===== src/rtl/uart_rx_ext.sv =====
// ---------------------------------------------------------------------------
// uart_rx_ext -- oversampling UART receiver with tagged receive FIFO
//
// Receives asynchronous serial frames (5..8 data bits, optional odd/even
// parity, one or two stop bits) using OSR baud_tick enables per bit and a
// three-sample majority vote around mid-bit. Completed frames are pushed into
// a show-ahead FIFO together with their parity/framing error tags. Break
// conditions and FIFO overflows are reported through sticky flags.
//
// Parameters
//   OSR            baud_tick pulses per bit (even, 8..32)
//   FIFO_DEPTH     receive FIFO entries (power of 2, 2..64)
//
// Ports
//   clk, reset_n         system clock, asynchronous active-low reset
//   baud_tick            one-clk enable at OSR x baud rate
//   rx                   asynchronous serial input, idle high
//   data_bits            00=5, 01=6, 10=7, 11=8 data bits
//   parity_en            parity bit present
//   odd_n_even           1=odd parity, 0=even parity
//   two_stop             1=two stop bits expected
//   rd_en                pop the FIFO head
//   clear_status         clear overflow and break_det
//   rd_data              FIFO head data, zero-extended above the data width
//   rd_parity_err        parity error tag of the FIFO head
//   rd_framing_err       framing error tag of the FIFO head
//   empty, full, level   FIFO status and occupancy
//   overflow             sticky: a frame was dropped on a full FIFO
//   break_det            sticky: a break was received
//   rx_busy              frame state machine is not idle
// ---------------------------------------------------------------------------
module uart_rx_ext #(
  parameter int OSR        = 16,
  parameter int FIFO_DEPTH = 4
) (
  input  logic                          clk,
  input  logic                          reset_n,
  input  logic                          baud_tick,
  input  logic                          rx,
  input  logic [1:0]                    data_bits,
  input  logic                          parity_en,
  input  logic                          odd_n_even,
  input  logic                          two_stop,
  input  logic                          rd_en,
  input  logic                          clear_status,
  output logic [7:0]                    rd_data,
  output logic                          rd_parity_err,
  output logic                          rd_framing_err,
  output logic                          empty,
  output logic                          full,
  output logic [$clog2(FIFO_DEPTH):0]   level,
  output logic                          overflow,
  output logic                          break_det,
  output logic                          rx_busy
);

  localparam int CW = $clog2(OSR);
  localparam int AW = $clog2(FIFO_DEPTH);
  localparam int LW = AW + 1;

  // Sample points of the three-way majority vote and the bit boundary.
  localparam logic [CW-1:0] C_S0  = CW'(OSR / 2 - 1);
  localparam logic [CW-1:0] C_S1  = CW'(OSR / 2);
  localparam logic [CW-1:0] C_MID = CW'(OSR / 2 + 1);
  localparam logic [CW-1:0] C_END = CW'(OSR - 1);

  typedef enum logic [2:0] {
    IDLE,
    START,
    DATA,
    PARITY,
    STOP,
    BRK_WAIT
  } state_t;

  // ---------------------------------------------------------------------
  // Input synchroniser. r_live flushes the synchroniser's reset value so a
  // line held low through reset is never mistaken for "sampled high".
  // ---------------------------------------------------------------------
  logic [1:0] r_sync;
  logic [1:0] r_live;
  logic       w_rx;

  // NOTE: sequential state uses non-blocking assignments so every flop
  // samples the pre-edge value of every other flop, independent of order.
  always_ff @(posedge clk or negedge reset_n) begin
    if (!reset_n) begin
      r_sync <= 2'b11;
      r_live <= 2'b00;
    end else begin
      r_sync <= {r_sync[0], rx};
      r_live <= {r_live[0], 1'b1};
    end
  end

  assign w_rx = r_sync[1];

  // ---------------------------------------------------------------------
  // Frame state machine
  // ---------------------------------------------------------------------
  state_t        r_state;
  logic [CW-1:0] r_cnt;
  logic [2:0]    r_bit_idx;
  logic [7:0]    r_shreg;
  logic          r_s0;
  logic          r_s1;
  logic          r_pbit;
  logic          r_ferr;
  logic          r_stop_idx;
  logic          r_armed;
  logic [1:0]    r_nbits;
  logic          r_par_en;
  logic          r_odd;
  logic          r_two_stop;

  logic          w_maj;
  logic [7:0]    w_data;
  logic [2:0]    w_last_idx;
  logic          w_last_stop;
  logic          w_break;
  logic          w_wr;
  logic          w_ferr;
  logic          w_perr;

  assign w_maj       = (r_s0 & r_s1) | (r_s0 & w_rx) | (r_s1 & w_rx);
  // Bits shift in from the MSB end; right-align according to the width.
  assign w_data      = r_shreg >> (2'd3 - r_nbits);
  assign w_last_idx  = {1'b0, r_nbits} + 3'd4;
  assign w_last_stop = (r_state == STOP) && (!r_two_stop || r_stop_idx);
  assign w_break     = baud_tick && (r_state == STOP) && !r_stop_idx &&
                       (r_cnt == C_MID) && !w_maj && (w_data == 8'd0) &&
                       (!r_par_en || !r_pbit);
  assign w_wr        = baud_tick && (r_cnt == C_MID) && w_last_stop && !w_break;
  assign w_ferr      = r_ferr | ~w_maj;
  assign w_perr      = r_par_en & ((^w_data) ^ r_pbit ^ r_odd);

  always_ff @(posedge clk or negedge reset_n) begin
    if (!reset_n) begin
      r_state    <= IDLE;
      r_cnt      <= '0;
      r_bit_idx  <= '0;
      r_shreg    <= '0;
      r_s0       <= 1'b1;
      r_s1       <= 1'b1;
      r_pbit     <= 1'b0;
      r_ferr     <= 1'b0;
      r_stop_idx <= 1'b0;
      r_armed    <= 1'b0;
      r_nbits    <= 2'b00;
      r_par_en   <= 1'b0;
      r_odd      <= 1'b0;
      r_two_stop <= 1'b0;
    end else if (baud_tick) begin
      case (r_state)
        IDLE: begin
          if (w_rx && r_live[1]) r_armed <= 1'b1;
          if (r_armed && !w_rx) begin
            r_state    <= START;
            r_cnt      <= '0;
            r_bit_idx  <= '0;
            r_pbit     <= 1'b0;
            r_ferr     <= 1'b0;
            r_stop_idx <= 1'b0;
            r_nbits    <= data_bits;
            r_par_en   <= parity_en;
            r_odd      <= odd_n_even;
            r_two_stop <= two_stop;
          end
        end

        BRK_WAIT: begin
          if (w_rx) r_state <= IDLE;
        end

        default: begin
          r_cnt <= (r_cnt == C_END) ? '0 : r_cnt + 1'b1;
          if (r_cnt == C_S0) r_s0 <= w_rx;
          if (r_cnt == C_S1) r_s1 <= w_rx;

          case (r_state)
            START: begin
              if (r_cnt == C_MID && w_maj) r_state <= IDLE;   // false start
              else if (r_cnt == C_END)     r_state <= DATA;
            end

            DATA: begin
              if (r_cnt == C_MID) r_shreg <= {w_maj, r_shreg[7:1]};
              if (r_cnt == C_END) begin
                if (r_bit_idx == w_last_idx) r_state <= r_par_en ? PARITY : STOP;
                else                         r_bit_idx <= r_bit_idx + 3'd1;
              end
            end

            PARITY: begin
              if (r_cnt == C_MID) r_pbit  <= w_maj;
              if (r_cnt == C_END) r_state <= STOP;
            end

            STOP: begin
              if (r_cnt == C_MID) begin
                if (w_break)          r_state <= BRK_WAIT;
                else if (w_last_stop) r_state <= IDLE;
                else                  r_ferr  <= w_ferr;
              end
              // Only reached on the first of two stop bits.
              if (r_cnt == C_END) r_stop_idx <= 1'b1;
            end

            default: r_state <= IDLE;
          endcase
        end
      endcase
    end
  end

  assign rx_busy = (r_state != IDLE);

  // ---------------------------------------------------------------------
  // Receive FIFO and sticky status
  // ---------------------------------------------------------------------
  logic [9:0]    r_mem [FIFO_DEPTH];
  logic [AW-1:0] r_wptr;
  logic [AW-1:0] r_rptr;
  logic [LW-1:0] r_level;
  logic          w_push;
  logic          w_pop;
  logic [9:0]    w_head;

  assign empty  = (r_level == '0);
  assign full   = (r_level == LW'(FIFO_DEPTH));
  assign level  = r_level;
  assign w_pop  = rd_en && !empty;
  // A full FIFO still accepts the write when the head is popped this cycle.
  assign w_push = w_wr && (!full || w_pop);

  // NOTE: the storage array carries no reset; its contents are meaningless
  // while empty and the outputs below are gated, so no reset tree is needed.
  always_ff @(posedge clk) begin
    if (w_push) r_mem[r_wptr] <= {w_perr, w_ferr, w_data};
  end

  always_ff @(posedge clk or negedge reset_n) begin
    if (!reset_n) begin
      r_wptr    <= '0;
      r_rptr    <= '0;
      r_level   <= '0;
      overflow  <= 1'b0;
      break_det <= 1'b0;
    end else begin
      if (w_push) r_wptr <= r_wptr + 1'b1;
      if (w_pop)  r_rptr <= r_rptr + 1'b1;
      case ({w_push, w_pop})
        2'b10:   r_level <= r_level + 1'b1;
        2'b01:   r_level <= r_level - 1'b1;
        default: r_level <= r_level;
      endcase
      // Set has priority over clear.
      if (w_wr && full && !rd_en) overflow <= 1'b1;
      else if (clear_status)      overflow <= 1'b0;
      if (w_break)                break_det <= 1'b1;
      else if (clear_status)      break_det <= 1'b0;
    end
  end

  assign w_head         = r_mem[r_rptr];
  assign rd_data        = empty ? 8'h00 : w_head[7:0];
  assign rd_framing_err = empty ? 1'b0  : w_head[8];
  assign rd_parity_err  = empty ? 1'b0  : w_head[9];

endmodule


===== config.mk =====
export PLATFORM = sky130hd
export DESIGN_NAME = uart_rx_ext
export DESIGN_NICKNAME = d
export VERILOG_FILES = /design/src/rtl/uart_rx_ext.sv
export SDC_FILE = /design/constraint.sdc
export NUM_CORES = 1
export LEC_CHECK = 0
export CAP_MARGIN = 20
export CORE_AREA = 2 2 98 100
export CTS_CLUSTER_DIAMETER = 200
export DETAILED_ROUTE_END_ITERATION = 8
export DIE_AREA = 0 0 100 102
export GPL_TIMING_DRIVEN = 0
export PLACE_DENSITY_LB_ADDON = 0.1
export SYNTH_ARGS = -nofsm -noshare
export SYNTH_HDL_FRONTEND = slang
export SYNTH_SLANG_ARGS = --single-unit

===== constraint.sdc =====
create_clock -name clk -period 4.5 [get_ports clk]
set_clock_uncertainty 0.1 [all_clocks]
set_input_delay 0.675 -clock clk [delete_from_list [all_inputs] [get_ports clk]]
set_output_delay 0.675 -clock clk [all_outputs]
set_load 0.01 [all_outputs]

=== After elaboration in Yosys (flattened, before gate mapping) ===
Memories as Yosys holds them, arrays and structs flattened.
Index checks and enable logic that the tools add are counted.

* Flip-flop bits (word level): 42
* Latch bits: 0
* RAM bits: 40
* ROM bits: 0
* Input port bits: 11
* Word-level logic and storage cells: 164
* Memories kept: 1

* Add/subtract/negate cells: 8
* $mul: 0
* Div/mod/pow operators: 0
* Order comparisons: 0
* Eq/ne operators: 24
* Shift-type cells: 1
* Mux-type cells: 42
* Bitwise operators: 12
* Reductions and logical operators: 55

{| class="wikitable"
|+ Memories
! memory !! words !! bits a word !! rd ports !! clocked after Yosys merged registers in !! write ports !! line !! text
|-
| r_mem || 4 || 10 || 1 || 0 || 1 || 221 || <nowiki>logic [9:0] r_mem [FIFO_DEPTH];</nowiki>
|}

{| class="wikitable"
|+ Operator list
! operator !! number
|-
| 3-bit 2-to-1 mux || 15
|-
| 3-bit case mux with 2 select lines || 3
|-
| 1-bit logical AND || 17
|-
| 1-bit 2-to-1 mux || 16
|-
| 2-bit nonzero test || 8
|-
| 3-bit AND reduction || 5
|-
| 4-bit equality test (second input constant) || 3
|-
| 4-bit inequality test (second input constant) || 3
|-
| 3-bit case mux with 4 select lines || 1
|-
| 1-bit zero test || 10
|-
| 5-bit AND reduction || 2
|-
| 3-bit equality test (second input constant) || 3
|-
| 9-bit AND reduction || 1
|-
| 8-bit zero test || 1
|-
| 4-bit 2-to-1 mux || 2
|-
| 8-bit 2-to-1 mux || 1
|-
| 4-bit case mux with 2 select lines || 1
|-
| 8-bit parity || 1
|-
| 8-bit by 2-bit right shift with 8-bit output || 1
|-
| 7-bit AND reduction || 1
|-
| 3-bit by 1-bit adder with 3-bit output (second input constant) || 2
|-
| 3-bit by 2-bit equality test with 1-bit output (second input constant) || 2
|-
| 3-bit zero test || 2
|-
| 2-bit by 1-bit inequality test with 1-bit output (second input constant) || 3
|-
| 24 further kinds || 38
|}

=== Depth between registers and ports, before layout ===
Gate-level depths: netlist (run 1).

* Word-level depth: 12
* Mapped depth: 16
* Mapped depth without buffers: 15

=== Least setup slack after synthesis (run 1) ===
OpenSTA, ideal clock, no wires.

* Path type: flip-flop to flip-flop
* From: register r_nbits[0]
* To: register r_level[2], in the netlist level[2]
* Arrival time: 3.044 ns
* Required time: 4.273 ns
* Slack: 1.228 ns
* Cell stages (with the launch flop): 17
* Buffers on the path: 1
* Period minus slack after synthesis: 3.272 ns
* Cell sequence: dfrtp_1 -> clkbuf_1 -> mux2_2 -> or2_1 -> o21ai_0 -> ha_1 -> a21bo_2 -> nor3_2 -> or4_4 -> nor2b_4 -> inv_2 -> ha_1 -> inv_1 -> fa_1 -> xor2_1 -> nor2_1 -> xor2_1

* Word-level cells in the longest chain between the ends: 10
* Elaborated cells on any way between the ends: 12
* Those cells by class: add/sub (1); eq/ne (2); shift (1); mux (1); reduce/logical (7)

{| class="wikitable"
|+ RTL lines
! what !! line !! text
|-
| from (decl) || 111 || <nowiki>logic [1:0] r_nbits;</nowiki>
|-
| from (signal assigned) || 164 || <nowiki>r_nbits <= data_bits;</nowiki>
|-
| 2-bit subtractor (*) || 127 || <nowiki>assign w_data = r_shreg >> (2'd3 - r_nbits);</nowiki>
|-
| 8-bit by 2-bit right shift with 8-bit output (*) || 127 ||
|-
| 8-bit zero test (*) || 131 || <nowiki>(r_cnt == C_MID) && !w_maj && (w_data == 8'd0) &&</nowiki>
|-
| 1-bit logical AND (*) (2 in series) || 131 ||
|-
| 1-bit zero test (*) || 133 || <nowiki>assign w_wr = baud_tick && (r_cnt == C_MID) && w_last_stop && !w_break;</nowiki>
|-
| 1-bit logical AND (*) || 133 ||
|-
| 1-bit logical AND (*) || 234 || <nowiki>assign w_push = w_wr && (!full || w_pop);</nowiki>
|-
| 2-bit by 1-bit equality test with 1-bit output or 2-bit equality test (tied branches) || 252 || <nowiki>case ({w_push, w_pop})</nowiki>
|-
| 3-bit case mux with 2 select lines or 2-bit nonzero test (tied branches) || - ||
|-
| to (signal assigned) || 253 || <nowiki>2'b10: r_level <= r_level + 1'b1;</nowiki>
|-
| to (signal assigned) || 254 || <nowiki>2'b01: r_level <= r_level - 1'b1;</nowiki>
|-
| to (signal assigned) || 255 || <nowiki>default: r_level <= r_level;</nowiki>
|-
| to (decl) || 224 || <nowiki>logic [LW-1:0] r_level;</nowiki>
|}

Every way passes the cells marked *; elsewhere a longest branch is shown, timed or not.
A chain may end at the register's enable or synchronous reset.

=== Worst setup path in the final report (run 1) ===
* From: register r_nbits[0]
* To: register r_level[1], in the netlist level[1]

Same word-level chain as after synthesis.

==> metrics, run 1 <==
Finished Cell Area 4608 sq um; CTS clk-pin slew, worst paths roughly 0.1 ns; ys flop type edfxtp_1; worst vdd ir between 0.0002 and 0.0003 V; Tot GR Track Use approximately 15%; Rows 35; met3 Usage GRT under 10%; Tmin final 3.610 ns; post-synthesis sequential area ratio a little under three fifths; CTS resizes 0; async set-or-reset flop fraction in the synthesized netlist about half; CP endpoint kind flip-flop; die height just over 100 um; Crit-path slowest cell or4_4; CTS Hold Buffers Added 0; Multi-input gate area 1588 sq um; initial antenna violation count 0; Starting Density approximately 44%; number of flops mapped to enable cells by yosys 40; Placed Area ~4400 sq um; # clock sinks a little over 80; Max Cap Viol 0; Mapped Avg Cell Area approximately 13 sq um; detailed-route wire length between 7000 and 8000 um; Max-slew headroom a little over half; final hold vios 0; worst hold path type in2async; Routed WL per cell 15.33 um; first-pass GRT wire length ~12000 um; H-tree level count 3; vias between 2000 and 2500; CP Max Fanout 10; CP bufs+invs 3; CTS tree built; Cells after DPL between 400 and 500; Port Buffers 27; Die Span X about 100 um; vias in the first global route approximately 2300; PD cells between 500 and 600 nW/um^2; vias per cell 5.150; GRT Max-Usage Layer met2; DRC viols 0; M1 GR Usage around a fifth; Top delay family on crit path simple AND/OR/NAND/NOR gates; final net count ~370; met2 Resource Use GR between 20% and 30%; leakage just under 2 nW; CTS Buf Count 9; RSZ-0062 raised after global routing no; period utilisation layout about 80%; Worst EP required 4.69 ns; layout cells sized above 1 16.09%; Reg2Reg Setup Slack slightly below 0.9 ns; TritonRoute pass-1 iters 4; crit path kind reg2reg; Netlist cell types 62; area grow syn2layout 15.60%; HPWL Detailed about 5000 um; synthesized net count about 330; clock insertion delay at the later pin of the skew report 0.36 ns; die area just over 10000 sq um; Filler cells 819; Worst-Margin Slew roughly 0.7 ns; Clock Path Buffers 2; FF+latch count, synth 82; Max Freq between 0.2 and 0.3 GHz; remaining antenna violation count after routing 0; initial DRC count 94; Final setup viols 0; Max stage delay on crit path 0.56 ns; Mapped Cells between 300 and 400; grt ovf 0; Post-Layout Cell Count between 400 and 500; final count of pins violating max slew 0; synthesized area 3986 sq um; element type at the critical path start flip-flop; number of setup buffers added after CTS 0; io pins 29; Core ar. 9109 sq um; Diodes inserted 0; Synth warnings 0; status completed; routability congestion estimate roughly 0.78; area occupied by registers 2257 sq um; clock root cell clkbuf_8; cell chain of the critical path clkbuf_1 -> mux2_2 -> or2_1 -> o21ai_0 -> ha_1 -> a21bo_2 -> nor3_2 -> or4_4 -> nor2b_4 -> inv_2 -> ha_1 -> inv_1 -> fa_1 -> o21ai_0; largest net degree at the start of global routing 39; crit path DAT roughly 3.8 ns; TNS Setup 0 ns
-- per-layer routing --
metal | vias to the layer above | wire [um]
met5 | - | 0
met4 | 0 | 151
met3 | 10 | 213
met2 | 42 | 3298
met1 | 1145 | 3372
li1 | 1167 | -
-- state kept, by name, summed over array words and instances, names as in the netlist --
name / cells
r_pbit: 1
r_armed: 1
r_state: 3
r_cnt: 4
r_par_en: 1
r_live: 2
r_sync: 2
overflow: 1
level: 3
break_det: 1
r_stop_idx: 1
r_wptr: 2
r_s0: 1
r_s1: 1
r_ferr: 1
r_bit_idx: 3
r_shreg: 8
r_rptr: 2
r_odd: 1
r_nbits: 2
r_mem: 40
r_two_stop: 1
-- synthesized netlist by cell type (5+ instances only) --
| cell | n | area, sq um |
|---|---|---|
| a21oi_1 | 6 | 30.03 |
| and2_1 | 6 | 37.54 |
| buf_2 | 5 | 25.02 |
| clkbuf_1 | 6 | 22.52 |
| dfrtp_1 | 38 | 950.9 |
| edfxtp_1 | 40 | 1201 |
| ha_1 | 13 | 162.7 |
| inv_1 | 23 | 86.33 |
| mux2_1 | 16 | 180.2 |
| mux4_2 | 10 | 225.2 |
| nand2_1 | 21 | 78.83 |
| nand3_1 | 7 | 35.03 |
| nor2_1 | 9 | 33.78 |
| nor2b_1 | 13 | 81.33 |
| o21ai_1 | 9 | 45.04 |
| xnor2_1 | 7 | 61.31 |
| xor2_1 | 6 | 52.55 |
-- path summary, 6_finish.rpt --
kind,cells after the start,from,end
setup / recovery,14,r_nbits[0],level[1]
hold / removal,1,reset_n,r_shreg[0]
setup reg to reg,14,r_nbits[0],level[1]
hold reg to reg,0,r_live[0],r_live[1]
max in group asynchronous,2,reset_n,r_s0
min in group clk,0,r_live[0],r_live[1]
-- final cells by class --
type                    instances  share of cell area (%)
plain buffers                  11                   1.032
clock buffers                   9                   2.688
flip-flops and latches         82                   48.98
inverters                      25                   2.036
multi-input cells             186                   34.46
repair buffers                 28                   6.191
clock inverters                 7                   1.602
well taps                     111                   3.014
-- cells in the final DEF, fill, tap and decap left out, drive strengths merged, types with 2 or more instances in the layout --
cell type,count
a21oi,6
a22o,2
and2,6
and3,3
buf,7
clkbuf,15
clkdlybuf4s50,26
dfrtp,38
dfstp,4
edfxtp,40
ha,13
inv,31
mux2,21
mux2i,4
mux4,10
nand2,21
nand2b,2
nand3,7
nand4b,4
nor2,9
nor2b,15
nor3,5
nor3b,2
o2111ai,3
o21a,2
o21ai,13
xnor2,7
xor2,6
-- cell families (layout without fill, tap and decap cells) --
logic type / Yosys count / after routing / share of synthesized area (%)
AO/OA/AOI/OAI: 39 / 39 / 6.843
XOR/XNOR: 13 / 13 / 2.856
adder cells (fa/ha/maj): 15 / 15 / 4.928
buffers and inverters: 36 / 80 / 3.547
flip-flops: 82 / 82 / 56.62
multiplexers: 35 / 35 / 12.68
other: 1 / 1 / 0.09407
AND/OR/NAND/NOR: 83 / 83 / 12.43
-- worst register-to-register path, stage by stage, from the launching register on --
cell and delay [ns]:
dfrtp_1 0.37, clkbuf_1 0.45, mux2_2 0.27, or2_1 0.09, o21ai_0 0.12, ha_1 0.22
a21bo_2 0.21, nor3_2 0.04, or4_4 0.56, nor2b_4 0.22, inv_2 0.05, ha_1 0.21
inv_1 0.07, fa_1 0.40, o21ai_0 0.16
-- stage by stage --
step | hold WS, ns | setup WS (ns) | total power, mW | util [%]
global route | 0.02410 | 0.5887 | 2.818 | 50.59
global placement | 0.2369 | 0.8696 | 2.090 | 48.26
finish | 0.04214 | 0.8901 | 2.618 | 50.59
floorplan | 0.2312 | 1.228 | 1.779 | -
detailed placement | 0.2389 | 0.8553 | 2.115 | 48.42
CTS | 0.02978 | 0.8492 | 2.654 | 50.59
-- power breakdown --
| part | switching (mW) | total (mW) | internal, mW |
|---|---|---|---|
| sequential | 0.0995 | 1.03 | 0.935 |
| clock | 0.314 | 0.535 | 0.221 |
| combinational | 0.537 | 1.05 | 0.512 |
Note: power is estimated with default switching activity, not from simulation.
==> run 2: changes to the inputs <==
clock period = 3.6 ns   (was 4.5 ns; I/O delays follow)
==> metrics, run 2 (synthesized netlist as in run 1, its figures left out) <==
Power, Total 3.275 mW (+25%); final net count 368 (unchanged); largest net degree at the start of global routing 39 (unchanged); H-tree level count 3 (unchanged); commonest cells after routing, fill and taps aside edfxtp_1 (40), dfrtp_1 (37), clkdlybuf4s50_1 (26), inv_1 (23), nand2_1 (21); HPWL Detailed 4971 um (unchanged); period utilisation layout 91.82% (+12 points); Die Span X 100 um (unchanged); crit path kind reg2reg; CP endpoint kind flip-flop; vias 2380 (+0.68%); area grow syn2layout 15.79%; Hold Crit Start r_live[0]; Placed Area 4410 sq um (unchanged); routability congestion estimate 0.7836 (unchanged); Max Cap Viol 0 (unchanged); Max Freq 0.3025 GHz (+9.2%); Tot GR Track Use 15.35% (unchanged); CP Max Fanout 11 (+1); Max-slew headroom 52.26% (-0.55 points); final count of pins violating max slew 0 (unchanged); Finished Cell Area 4616 sq um (+0.16%); PD cells 709.4 nW/um^2 (+25%); element type at the critical path start flip-flop; vias per cell 5.185 (+0.68%); CTS tree built; leakage 1.928 nW (about the same); registers with the most flip-flops r_mem x40, r_shreg x8, r_cnt x4; most common cell after layout, fill and taps aside edfxtp_1; Worst EP required 3.80 ns (-0.89 ns); Starting Density 43.76% (unchanged); grt ovf 0 (unchanged); detailed-route wire length 7067 um (+0.45%); cell chain of the critical path mux2_2 -> or2_1 -> o21ai_0 -> ha_1 -> a21bo_2 -> nor3_2 -> or4_4 -> nor2b_4 -> inv_2 -> ha_1 -> inv_1 -> fa_1 -> o21ai_0; Core ar. 9109 sq um (unchanged); Worst Setup SP r_nbits[0]; layout cells sized above 1 16.38% (+0.29 points); Rows 35 (unchanged); final hold vios 0 (unchanged); initial DRC count 102 (+8.5%); worst hold path type reg2reg; CTS Buf Count 9 (unchanged); die height 102 um (unchanged); initial antenna violation count 0 (unchanged); clock root cell clkbuf_8; TritonRoute pass-1 iters 4 (unchanged); Top delay family on crit path simple AND/OR/NAND/NOR gates; remaining antenna violation count after routing 0 (unchanged); Post-Route Utilization 50.67% (+0.082 points); Max stage delay on crit path 0.56 ns (about the same); Port Buffers 27 (unchanged); status completed; die area 10200 sq um (unchanged); Routed WL per cell 15.40 um (+0.45%); RSZ-0062 raised after global routing no; reg-to-reg startpoint r_nbits[0]; Reg with most FFs r_mem; TNS Setup 0 ns (unchanged); Final setup viols 0 (unchanged); CTS clk-pin slew, worst paths 0.10 ns (about the same); crit path DAT 3.50 ns (-0.30 ns); # clock sinks 82 (unchanged); vias in the first global route 2308 (-0.043%); worst vdd ir 0.0003464 V (+30%); Clock Path Buffers 2 (unchanged); io pins 29 (unchanged); Diodes inserted 0 (unchanged); WHS 0.2552 ns (+0.2131 ns); CP bufs+invs 2 (-1); Worst-Margin Slew 0.7122 ns (+0.008172 ns); DRC viols 0 (unchanged); Largest register FFs 40 (unchanged); first-pass GRT wire length 11760 um (about the same); Tmin final 3.306 ns (-0.3043 ns); Crit-path slowest cell or4_4; clock insertion delay at the later pin of the skew report 0.37 ns (about the same)
-- run 2: final timing paths --
check / cells past startpoint / slack (ns) / endpoint
worst max-delay path: 13 / 0.29 / level[1]
max in group asynchronous: 3 / 2.42 / r_s0
min in group asynchronous: 2 / 0.45 / r_shreg[1]
worst min-delay path: 0 / 0.26 / r_live[1]
worst max register to register: 13 / 0.29 / level[1]
worst min register to register: 0 / 0.26 / r_live[1]
-- run 2: layout make-up --
class | count | area, sq um
repair buffers | 29 | 295.3
fillers | 818 | 4493
well taps | 111 | 138.9
clock inverters | 7 | 73.82
inverters | 25 | 93.84
plain buffers | 10 | 43.79
flip-flops and latches | 82 | 2258
multi-input cells | 186 | 1588
clock buffers | 9 | 123.9
-- run 2: report_power, final --
group	internal, mW	switching [mW]	total, mW	leakage (nW)
sequential	1.17	0.145	1.32	0.918
clock	0.276	0.394	0.670	0.102
combinational	0.638	0.651	1.29	0.908
-- run 2: repair_timing --
action                                 in CTS  in global routing
endpoints found under the hold margin       4                  0
buffers inserted                            0                  0
setup endpoints to repair                   2                  2
hold buffers                                1                  0
resized for setup                           0                  1
-- run 2: metal layers --
metal	up-vias	global-route usage [%]	part of all wire [%]
met5	-	0	0
met4	0	7.587	2.1
met1	1156	20.08	48
met2	45	24.58	47
li1	1170	-	-
met3	9	3.215	2.9
-- run 2: stage by stage --
stage | setup slack, ns | instances
after floorplan | 0.3285 | 304
after global placement | -0.03040 | 442
after detailed placement | -0.04469 | 443
after CTS | 0.1441 | 459
after global routing | 0.04493 | 459
final | 0.2944 | 459
